### src/rtl/uart_common_defs.sv
// Shared definitions for the UART datapath; data width of every byte lane.
`ifndef UART_COMMON_DEFS_SV
`define UART_COMMON_DEFS_SV
`define DATA_WIDTH 8
`endif

### src/rtl/uart_tx_fifo_pkg.sv
// Shared constants for the UART transmit buffer and the tops that instantiate it.
`include "uart_common_defs.sv"

package uart_tx_fifo_pkg;
    localparam int UART_TX_FIFO_DEPTH = 16;
    localparam int DATA_W             = `DATA_WIDTH;
endpackage

### src/rtl/fifo_ram.sv
// Storage array for the TX FIFO: synchronous write, asynchronous read.
// Zero-latency read; no flow control here, the caller owns the pointers.
`include "uart_common_defs.sv"

module fifo_ram
    import uart_tx_fifo_pkg::*;
#(
    parameter int DEPTH = UART_TX_FIFO_DEPTH,
    parameter int WIDTH = DATA_W
) (
    input  logic                     i_clk,
    input  logic                     we,
    input  logic [$clog2(DEPTH)-1:0] waddr,
    input  logic [WIDTH-1:0]         wdata,
    input  logic [$clog2(DEPTH)-1:0] raddr,
    output logic [WIDTH-1:0]         rdata
);
    logic [WIDTH-1:0] mem [DEPTH];

    // Contents are deliberately left unreset; the pointers define validity.
    always_ff @(posedge i_clk) begin
        if (we) begin
            mem[waddr] <= wdata;
        end
    end

    assign rdata = mem[raddr];
endmodule

### src/rtl/uart_tx_fifo.sv
// First-word fall-through TX FIFO: push visible one cycle later, head read combinationally.
// Pushes while full are dropped (sticky overflow) unless a pop frees the slot that same edge.
`include "uart_common_defs.sv"

module uart_tx_fifo
    import uart_tx_fifo_pkg::*;
#(
    parameter int DEPTH       = 16,
    parameter int AFULL_LEVEL = DEPTH - 2
) (
    input  logic                     i_clk,
    input  logic                     i_rst_n,
    input  logic                     wr_en,
    input  logic [`DATA_WIDTH-1:0]   wr_data,
    output logic                     fifo_full,
    output logic                     almost_full,
    input  logic                     fifo_read_en,
    output logic [`DATA_WIDTH-1:0]   fifo_data,
    output logic                     fifo_empty,
    output logic [$clog2(DEPTH):0]   count,
    output logic                     overflow,
    input  logic                     ovf_clr
);
    localparam int AW = $clog2(DEPTH);
    localparam logic [AW:0] AFULL_CNT = AFULL_LEVEL[AW:0];

    logic [AW:0] wr_ptr;
    logic [AW:0] rd_ptr;
    logic [AW:0] wr_ptr_nxt;
    logic [AW:0] rd_ptr_nxt;
    logic        push_acc;
    logic        pop_acc;
    logic        push_drop;

    assign fifo_empty = (wr_ptr == rd_ptr);
    assign fifo_full  = (wr_ptr[AW-1:0] == rd_ptr[AW-1:0]) && (wr_ptr[AW] != rd_ptr[AW]);

    // A pop while full frees the slot being written, so the push goes through.
    assign pop_acc   = fifo_read_en && !fifo_empty;
    assign push_acc  = wr_en && (!fifo_full || fifo_read_en);
    assign push_drop = wr_en && fifo_full && !fifo_read_en;

    assign wr_ptr_nxt = wr_ptr + {{AW{1'b0}}, push_acc};
    assign rd_ptr_nxt = rd_ptr + {{AW{1'b0}}, pop_acc};

    always_ff @(posedge i_clk or negedge i_rst_n) begin
        if (!i_rst_n) begin
            wr_ptr   <= '0;
            rd_ptr   <= '0;
            count    <= '0;
            overflow <= 1'b0;
        end else begin
            wr_ptr <= wr_ptr_nxt;
            rd_ptr <= rd_ptr_nxt;
            count  <= wr_ptr_nxt - rd_ptr_nxt;
            if (push_drop) begin
                overflow <= 1'b1;
            end else if (ovf_clr) begin
                overflow <= 1'b0;
            end
        end
    end

    assign almost_full = (count >= AFULL_CNT);

    fifo_ram #(
        .DEPTH (DEPTH),
        .WIDTH (`DATA_WIDTH)
    ) u_ram (
        .i_clk (i_clk),
        .we    (push_acc),
        .waddr (wr_ptr[AW-1:0]),
        .wdata (wr_data),
        .raddr (rd_ptr[AW-1:0]),
        .rdata (fifo_data)
    );
endmodule

### config.mk
export PLATFORM = sky130hd
export DESIGN_NAME = uart_tx_fifo
export DESIGN_NICKNAME = d
export VERILOG_FILES = /design/src/rtl/uart_tx_fifo_pkg.sv /design/src/rtl/fifo_ram.sv /design/src/rtl/uart_tx_fifo.sv
export VERILOG_INCLUDE_DIRS = /design/src /design/src/rtl
export SDC_FILE = /design/constraint.sdc
export NUM_CORES = 1
export LEC_CHECK = 0
export CAP_MARGIN = 0
export CORE_MARGIN = 3
export CORE_UTILIZATION = 35
export DETAILED_ROUTE_END_ITERATION = 10
export GPL_ROUTABILITY_DRIVEN = 0
export MAX_ROUTING_LAYER = met4
export PLACE_DENSITY = 0.48
export SLEW_MARGIN = 15
export SYNTH_ARGS = -nofsm -noshare
export SYNTH_HDL_FRONTEND = slang
export SYNTH_HIERARCHICAL = 1
export SYNTH_SLANG_ARGS = --single-unit
### constraint.sdc
create_clock -name i_clk -period 3.96 [get_ports i_clk]
set_input_delay 1.188 -clock i_clk [delete_from_list [all_inputs] [get_ports i_clk]]
set_output_delay 1.188 -clock i_clk [all_outputs]
set_load 0.01 [all_outputs]
Word-level counts from Yosys, hierarchy flattened. Memory sizes are Yosys's and may differ from the RTL's. Cells that the tools add are included.

Logic and storage cells: 26. Bits of input ports: 13. Bits in writable memories: 128. Flip-flop bits (word level): 16. Memories: 1. Output and inout port bits: 17.

Memory list: u_ram.mem (depth 16, width 8, rd ports 1, clocked after memory_dff 0, wr ports 1, line fifo_ram.sv:18) `logic [WIDTH-1:0] mem [DEPTH];`.

Order comparisons: 1. Reductions and logical operators: 10. $add $sub $neg: 3. Muxes and demuxes: 4. Equality and inequality tests: 3.

Operators with widths (count): 5-bit by 1-bit adder with 5-bit output (2); 5-bit equality test (1); 5-bit by 4-bit >= comparator with 1-bit output, second input constant (1); 1-bit logical AND (5); 5-bit subtractor (1); 4-bit equality test (1); 1-bit 2-to-1 mux (4); 1-bit logical NOT (3); 2-bit nonzero test (1); 1-bit logical OR (1); 1-bit inequality test (1).

Longest topological paths before layout. Gate-level depths: netlist of the first run.

Depth after elaboration: 7. Mapped depth: 11. Mapped depth without buffers: 11.

By module. Netlist of the first run, hierarchy kept.

By module, submodules not included: fifo_ram (sequential area each 3843.7 um2, cells an instance 221, times used 1, area an instance 4987.3 um2); uart_tx_fifo (sequential area each 400.4 um2, cells an instance 66, times used 1, area an instance 822.0 um2).

Least setup slack after synthesis of the first run. Ideal clock, no wire load.

Kind: input -> register. Start point: in fifo_read_en. End point: reg count[4]. Data arrival time: 2.994 ns. Slack: 0.831 ns. Stages on the path: 9. Library setup time: 0.135 ns. Required time: 3.825 ns. Buffers on the path: 0. Path through: nor2_1 > a21boi_0 > ha_1 > ha_1 > xor2_1 > ha_1 > a21o_1 > a21oi_1 > xor3_1.

Word-level cells in the longest chain between the ends: 4. Elaborated cells on any way between the ends: 6. Classes of those cells: add/sub: 3; reduce/logical: 3.

Ends and longest elaborated chain: from (decl) (line uart_tx_fifo.sv:17) `input logic fifo_read_en,`; 1-bit logical OR (line uart_tx_fifo.sv:40) `assign push_acc = wr_en && (!fifo_full || fifo_read_en);`; 1-bit logical AND (line uart_tx_fifo.sv:40); net push_acc (line uart_tx_fifo.sv:31) `logic push_acc;`; 5-bit by 1-bit adder with 5-bit output (line uart_tx_fifo.sv:43) `assign wr_ptr_nxt = wr_ptr + {{AW{1'b0}}, push_acc};`; net wr_ptr_nxt[2] (line uart_tx_fifo.sv:29) `logic [AW:0] wr_ptr_nxt;`; 5-bit subtractor (line uart_tx_fifo.sv:55) `count <= wr_ptr_nxt - rd_ptr_nxt;`; to (signal assigned) (line uart_tx_fifo.sv:55); to (decl) (line uart_tx_fifo.sv:20) `output logic [$clog2(DEPTH):0] count,`.

The timed path passes the listed nets, and every way through them passes these cells. A chain may end at the register's enable or synchronous reset.

Worst setup path in the final report of the first run.
Start point: reg rd_ptr[0]. End point: out fifo_data[2].

Word-level cells in the longest chain between the ends: 1.

Ends and longest elaborated chain: from (decl) (line uart_tx_fifo.sv:28) `logic [AW:0] rd_ptr;`; from (signal assigned) (line uart_tx_fifo.sv:54) `rd_ptr <= rd_ptr_nxt;`; memory read 16 x 8 bit; to (decl) (line uart_tx_fifo.sv:18) `` output logic [`DATA_WIDTH-1:0] fifo_data, ``.

Every way passes these cells.

==> results.yml, run 1 <==
die:
  fp.coreArea_sq_um: 16100
  num_io_pins: 30
  die_area_sq_um: 18200
  rows: 46
  start_util: 0.362
  die_w_um: 135
  fp.dieH_um: 135
hold_path:
  hold_path_class: "register to register"
critical_path:
  critPathKind: "register to output pin"
  worstPathArrival_ns: 2.66
  startpoint_type: "register"
  cp.required_ns: 2.77
  crit_path_end_kind: "output pin"
  crit_fanout: 14
timing:
  fin_crit_sh: 0.972
  max_freq_mhz: 260
  slew_headroom: 0.511
  finClkSkew_ns: 0.00560
  hold_viol: 0
  worstMarginPinSlew_ns: 0.732
  rsz0062_at_grt: "false"
  final.setup.tns_ns: 0
  finalSetupViolations: 0
  fin_crit_ns: 3.85
  final_max_slew_viol_count: 0
synthesis:
  avgSynthCellArea_sq_um: 20.2
  ys_seq_area_frac: 0.731
  syn_area_sq_um: 5810
  synth_warnings: 6
  async_flop_share: 0.111
  synthCells: 287
  ys_ff_latch: 144
  synth_nets: 309
  ys.flop_type: "edfxtp_1"
  synth_edf_count: 128
  ys_types: 33
global_routing:
  grt-ovfl-total: 0
  antenna_found_initial: 0
  met2_usage: 0.225
  grt_max_degree: 36
  met3_usage: 0.0343
  grt_use_met1: 0.181
  first_global_vias: 3028
  grt_busiest_layer: "met2"
  grt_pass1_wl_mm: 18.0
  track_usage: 0.144
run_status:
  status: "completed"
clock_tree:
  cts_buffers: 17
  cts-root-buf: "clkbuf_16"
  cts_resized: 0
  cts_hold_buf: 0
  insertion_delay_ns: 0.41
  cts_max_path_buffers: 2
  cts_tree: "built"
  post_cts_buffers: 0
  clkSinkCount: 144
  clk_pin_slew_ns: 0.06
  htree_levels: 4
job:
  drv_cap: 0
power:
  peakVddDrop_v: 0.000424
  cellLeakagePower_nw: 2.46
  p_per_area_nw_per_um2: 786
finish:
  layout_common_cells: "edfxtp_1, clkdlybuf4s50_1, buf_4"
  layout.nets: 369
  mostFrequentLayoutCell: "edfxtp_1"
  syn2layout_area_growth_pct: 21.7
  num_antenna_cells: 0
  final_area_sq_um: 7070
  drive_gt1_frac: 0.206
detailed_routing:
  dr.pass1.iters: 4
  wl_per_cell_um: 21.0
  totalWireLength_mm: 12.1
  vias_per_cell: 4.89
  drt-initial-drc-count: 183
  drcViolationCount: 0
  vias: 2817
  ant_nets: 0
place:
  placement.cell_area_sq_um: 6470
  port_buffers: 29
  dp_hpwl_mm: 7.49
-- power by group --
group | internal [W] | leakage (nW) | switching (W) | total [W]
Combinational | 0.000994 | 0.834 | 0.000949 | 0.00194
Sequential | 0.00190 | 1.35 | 0.000164 | 0.00206
Clock | 0.000981 | 0.279 | 0.000572 | 0.00155
Total | 0.00387 | 2.46 | 0.00168 | 0.00556
-- area by class of cell --
| cell class | instances | area [sq um] |
|---|---|---|
| Inverter | 10 | 37.5 |
| Clock buffer | 20 | 437 |
| Timing Repair Buffer | 51 | 498 |
| Clock inverter | 12 | 141 |
| Tap cell | 216 | 270 |
| Sequential cell | 144 | 4250 |
| Multi-Input combinational cell | 123 | 1440 |
| Fill cell | 1396 | 8990 |
-- registers in the layout, indices dropped and copies added, names as in the netlist --
signal	count
wr_ptr	5
rd_ptr	5
overflow	1
count	5
u_ram/mem	128
-- final timing paths --
path,slack [ns],startpoint,cells after the start,endpoint
worst max-delay path,0.11,rd_ptr[0]$_DFF_PN0_,5,fifo_data[2]
worst min-delay path,0.52,overflow$_DFFE_PN0P_,2,overflow$_DFFE_PN0P_
worst max register to register,0.83,rd_ptr[1]$_DFF_PN0_,12,count[4]$_DFF_PN0_
worst min register to register,0.52,overflow$_DFFE_PN0P_,2,overflow$_DFFE_PN0P_
max in group asynchronous,2.25,i_rst_n,1,rd_ptr[0]$_DFF_PN0_
min in group asynchronous,1.21,i_rst_n,1,wr_ptr[1]$_DFF_PN0_
-- worst max-delay path, stage by stage (launching register included) --
cell and delay (ns):
dfrtp_2 0.57, buf_12 0.23, mux4_1 0.57, a22oi_1 0.29, nand2_1 0.09, clkdlybuf4s50_1 0.50
-- Yosys cell counts (4+ instances only) --
master,instances,share of area
nand3_1,5,0.0043
nor2_1,14,0.0090
nor3_1,4,0.0034
ha_1,8,0.017
xnor2_1,6,0.0090
a22oi_1,16,0.021
dfrtp_1,16,0.069
edfxtp_1,128,0.66
nand2_1,9,0.0058
mux4_1,14,0.063
mux4_2,18,0.070
xor2_1,5,0.0075
inv_1,10,0.0065
-- through the flow --
step / cells / utilization / setup WS [ns] / hold WS (ns) / power [W]
2_1_floorplan: 287 / - / 0.831 / 0.506 / 0.00329
3_3_place_gp: 543 / 0.403 / 0.377 / 0.521 / 0.00402
3_5_place_dp: 543 / 0.403 / 0.266 / 0.519 / 0.00403
4_1_cts: 575 / 0.439 / 0.0235 / 0.531 / 0.00561
5_1_grt: 576 / 0.440 / 0.0210 / 0.557 / 0.00586
6_report: 576 / 0.440 / 0.110 / 0.521 / 0.00556
-- metal layers --
| metal | vias up | routed length, um |
|---|---|---|
| li1 | 1288 | - |
| met1 | 1459 | 5440 |
| met2 | 53 | 6080 |
| met3 | 17 | 386 |
| met4 | 0 | 207 |
| met5 | - | 0 |
-- cells by family after synthesis --
group / Yosys count / synth area share
buffers and inverters: 20 / 0.0213
xor gates and xnor gates: 14 / 0.0263
DFF: 144 / 0.731
AOI/OAI and AO/OA: 23 / 0.0286
muxes: 32 / 0.133
adders and majority gates: 9 / 0.0207
and+or+nand+nor: 45 / 0.0394
(Power assumes the default switching activity.)
==> run 2: changes to the inputs <==
==> constraint.sdc (replaced) <==
create_clock -name i_clk -period 3.96 [get_ports i_clk]
set_input_delay 0.594 -clock i_clk [delete_from_list [all_inputs] [get_ports i_clk]]
set_output_delay 0.594 -clock i_clk [all_outputs]
set_load 0.01 [all_outputs]
==> run 2 against run 1 <==
  * Sequential share of layout area is 1.6 points higher
  * Cell count down 1.7%
  * Combinational power is 4% lower
  * Via count down 1.8%
  * Die area stayed put
  * Global-route usage grew 0.38 points
  * Worst setup slack improved by 0.43 ns
  * Sequential power about the same
  * Largest cell class unchanged
  * Critical path depth unchanged
  * Clock power is 17% lower
==> results.yml, run 2 (synthesized netlist as in run 1, its figures left out) <==
timing:
  max_freq_mhz: 293
  finalSetupViolations: 0
  final.setup.tns_ns: 0
  final_max_slew_viol_count: 0
  fin_crit_sh: 0.863
  rsz0062_at_grt: "false"
  finClkSkew_ns: 0.00436
  fin_crit_ns: 3.42
  hold_slack_ns: 0.523
  hold_viol: 0
  worstMarginPinSlew_ns: 0.869
  slew_headroom: 0.419
die:
  fp.dieH_um: 135
  start_util: 0.362
  fp.coreArea_sq_um: 16100
  rows: 46
  num_io_pins: 30
  die_area_sq_um: 18200
  die_w_um: 135
run_status:
  status: "completed"
job:
  drv_cap: 0
critical_path:
  crit_cells: 5
  worstPathArrival_ns: 2.82
  crit_buf_inv: 2
  rr_worst_depth: 10
  r2r_slack_ns: 0.80
  crit_slowest_cell: "mux4_1"
  crit_chain: "buf_4 > mux4_1 > a22oi_1 > nand2_1 > clkdlybuf4s50_1"
  crit_path_end_kind: "output pin"
  critPathKind: "register to output pin"
  cpLargestDelayFamily: "buffers and inverters"
  slowest_delay_ns: 0.64
  cp.required_ns: 3.37
  crit_fanout: 33
  startpoint_type: "register"
power:
  finalPower_w: 0.00520
  peakVddDrop_v: 0.000482
  p_per_area_nw_per_um2: 755
  cellLeakagePower_nw: 2.37
clock_tree:
  cts_tree: "built"
  clk_pin_slew_ns: 0.05
  cts_hold_buf: 0
  clkSinkCount: 144
  cts_max_path_buffers: 2
  insertion_delay_ns: 0.41
  htree_levels: 4
  cts_resized: 0
  post_cts_buffers: 0
  cts-root-buf: "clkbuf_16"
  cts_buffers: 17
finish:
  layout.nets: 365
  top_register: "u_ram/mem"
  largest_reg_flops: 128
  final_util: 0.429
  layout_common_cells: "edfxtp_1, clkdlybuf4s50_1, buf_4, mux4_2, clkbuf_16"
  num_antenna_cells: 0
  drive_gt1_frac: 0.177
  fill_cells: 1412
  mostFrequentLayoutCell: "edfxtp_1"
  syn2layout_area_growth_pct: 18.5
global_routing:
  grt_max_degree: 35
  first_global_vias: 3115
  antenna_found_initial: 0
  grt-ovfl-total: 0
  track_usage: 0.147
  grt_pass1_wl_mm: 18.5
detailed_routing:
  vias: 2767
  ant_nets: 0
  dr.pass1.iters: 4
  drcViolationCount: 0
  drt-initial-drc-count: 211
  totalWireLength_mm: 11.7
  vias_per_cell: 4.89
  wl_per_cell_um: 20.7
place:
  dp_hpwl_mm: 7.33
  port_buffers: 29
hold_path:
  holdPathStages: 2
  hold_path_class: "register to register"
==> run 2: worst min-delay path: stages (launching register included) <==
cell and delay (ns):
dfrtp_1 0.37, inv_1 0.05, o21ai_0 0.06
==> run 2: path summary, 6_finish.rpt <==
kind | start | endpoint
max | rd_ptr[0]$_DFF_PN0_ | fifo_data[5]
min | overflow$_DFFE_PN0P_ | overflow$_DFFE_PN0P_
max reg2reg | wr_ptr[1]$_DFF_PN0_ | count[4]$_DFF_PN0_
min reg2reg | overflow$_DFFE_PN0P_ | overflow$_DFFE_PN0P_
max in group asynchronous | i_rst_n | rd_ptr[0]$_DFF_PN0_
min in group asynchronous | i_rst_n | count[4]$_DFF_PN0_
==> run 2: area by class of cell <==
| type | count | area, sq um | area share |
|---|---|---|---|
| Timing Repair Buffer | 47 | 425 | 0.0618 |
| Tap cell | 216 | 270 | 0.0393 |
| Clock inverter | 5 | 21.3 | 0.00309 |
| Multi-Input combinational cell | 123 | 1440 | 0.209 |
| Inverter | 10 | 37.5 | 0.00545 |
| Sequential cell | 144 | 4250 | 0.617 |
| Clock buffer | 21 | 440 | 0.0640 |
==> run 2: power breakdown <==
group | switching, W | total [W] | internal, W
Combinational | 0.000937 | 0.00187 | 0.000929
Clock | 0.000526 | 0.00129 | 0.000766
Sequential | 0.000138 | 0.00204 | 0.00190
==> run 2: stage by stage <==
step	worst slack, ns	area, sq um	std cells
after CTS	0.447	6880	566
after floorplan	1.16	5810	287
after global placement	0.682	6420	540
after global routing	0.374	6880	566
final	0.543	6880	566
after detailed placement	0.639	6420	540
==> run 2: layer usage <==
metal | track usage | up-vias | part of all wire
met2 | 0.229 | 55 | 0.50
met1 | 0.186 | 1417 | 0.44
met5 | - | - | 0
met4 | 0.0628 | 0 | 0.021
li1 | - | 1276 | -
met3 | 0.0373 | 19 | 0.037
==> run 3: changes to the inputs <==
Clock period 3.96 ns to 3.56 ns, I/O delays scaled along.
==> run 3 against run 2 <==
  * Critical path depth unchanged
  * Sequential share of layout area down 1.6 points
  * Count of clock-buffer cells in the layout shrank 3
  * Largest power group unchanged
==> results.yml, run 3 (synthesized netlist as in run 1, its figures left out) <==
run_status:
  status: "completed"
critical_path:
  critPathKind: "register to output pin"
  worstPathArrival_ns: 2.64
  cp.required_ns: 3.03
  crit_path_end_kind: "output pin"
  crit_fanout: 32
  r2r-start: "wr_ptr[1]$_DFF_PN0_"
  rr_worst_depth: 10
  r2r-end: "count[4]$_DFF_PN0_"
  startpoint_type: "register"
  r2r_slack_ns: 0.53
hold_path:
  min-delay-start: "overflow$_DFFE_PN0P_"
  holdPathEnd: "overflow$_DFFE_PN0P_"
  holdPathStages: 2
  hold_path_class: "register to register"
finish:
  mostFrequentLayoutCell: "edfxtp_1"
  fin_cells: 576
  fill_cells: 1385
  layout_common_cells: "edfxtp_1, clkdlybuf4s50_1, buf_4"
  syn2layout_area_growth_pct: 21.6
  largest_reg_flops: 128
  num_antenna_cells: 0
  drive_gt1_frac: 0.206
  top_register: "u_ram/mem"
  layout.nets: 369
clock_tree:
  insertion_delay_ns: 0.41
  cts_hold_buf: 0
  htree_levels: 4
  post_cts_buffers: 0
  cts_resized: 0
  cts-root-buf: "clkbuf_16"
  cts_max_path_buffers: 2
  cts_buffers: 17
  clkSinkCount: 144
  clk_pin_slew_ns: 0.06
  cts_tree: "built"
die:
  num_io_pins: 30
  die_w_um: 135
  start_util: 0.362
  fp.dieH_um: 135
  rows: 46
  die_area_sq_um: 18200
  fp.coreArea_sq_um: 16100
timing:
  slew_headroom: 0.497
  finalSetupViolations: 0
  final_max_slew_viol_count: 0
  final.setup.tns_ns: 0
  worstMarginPinSlew_ns: 0.753
  finClkSkew_ns: 0.00563
  rsz0062_at_grt: "false"
  max_freq_mhz: 315
  hold_viol: 0
  fin_crit_ns: 3.17
  fin_crit_sh: 0.891
global_routing:
  grt-ovfl-total: 0
  first_global_vias: 3056
  grt_busiest_layer: "met2"
  track_usage: 0.145
  met3_usage: 0.0320
  antenna_found_initial: 0
  met2_usage: 0.226
  grt_pass1_wl_mm: 18.2
  grt_max_degree: 35
  grt_use_met1: 0.186
job:
  drv_cap: 0
power:
  power.switching_w: 0.00185
  p_per_area_nw_per_um2: 875
  peakVddDrop_v: 0.000434
  intPower_w: 0.00433
  cellLeakagePower_nw: 2.46
  sw_frac_of_total: 0.299
  clkPwrFrac: 0.289
  p_comb_frac: 0.347
  pwr-share-seq: 0.363
detailed_routing:
  totalWireLength_mm: 11.8
  drt-initial-drc-count: 191
  vias_per_cell: 4.89
  drcViolationCount: 0
  ant_nets: 0
  dr.pass1.iters: 4
  wl_per_cell_um: 20.5
  vias: 2819
place:
  port_buffers: 29
  dp_hpwl_mm: 7.37
  dp.cells: 544
-- run 3: metrics by stage --
stage | area (sq um) | total power, W | hold slack [ns] | setup WS (ns) | utilization
finish | 7060 | 0.00618 | 0.531 | 0.388 | 0.440
global route | 7060 | 0.00656 | 0.553 | 0.250 | 0.440
CTS | 7060 | 0.00629 | 0.536 | 0.325 | 0.440
detailed placement | 6460 | 0.00446 | 0.514 | 0.514 | 0.402
global placement | 6460 | 0.00448 | 0.521 | 0.574 | 0.402
floorplan | 5810 | 0.00366 | 0.238 | 0.764 | -
-- run 3: critical path: stages, from the launching register on --
cell and delay [ns]:
dfrtp_2 0.42, buf_12 0.27, mux4_1 0.59, a22oi_1 0.29, nand2_1 0.13, clkdlybuf4s50_1 0.50
-- run 3: worst max path at each step --
stage	startpoint	end	slack [ns]	depth (start not counted)
after floorplan	wr_ptr[1]$_DFF_PN0_	count[4]$_DFF_PN0_	0.76	11
after global placement	fifo_read_en	count[4]$_DFF_PN0_	0.57	10
after detailed placement	fifo_read_en	count[4]$_DFF_PN0_	0.51	10
after CTS	rd_ptr[0]$_DFF_PN0_	fifo_data[5]	0.33	5
after global routing	wr_ptr[1]$_DFF_PN0_	count[4]$_DFF_PN0_	0.25	10
final	rd_ptr[0]$_DFF_PN0_	fifo_data[5]	0.39	5
-- run 3: final cells by class --
type | count | area (sq um) | area share
sequential | 144 | 4250 | 0.601
multi-input combinational | 123 | 1440 | 0.204
timing repair buffer | 51 | 468 | 0.0663
clock buffer | 18 | 429 | 0.0608
tap | 216 | 270 | 0.0383
clock inverter | 14 | 171 | 0.0243
inverter | 10 | 37.5 | 0.00531
-- run 3: routing by layer --
metal	vias to the layer above	part of all wire	routed length [um]
met5	-	0	0
met4	0	0.021	243
met3	20	0.043	504
met2	56	0.50	5840
met1	1459	0.44	5200
li1	1284	-	-
-- run 3: power by group through the flow --
stage,registers [W],logic [W],clock network (W)
after floorplan,0.00228,0.00138,0
after global placement,0.00228,0.00220,0
after detailed placement,0.00228,0.00218,0
after global routing,0.00227,0.00238,0.00192
after CTS,0.00225,0.00221,0.00184
final,0.00225,0.00215,0.00179
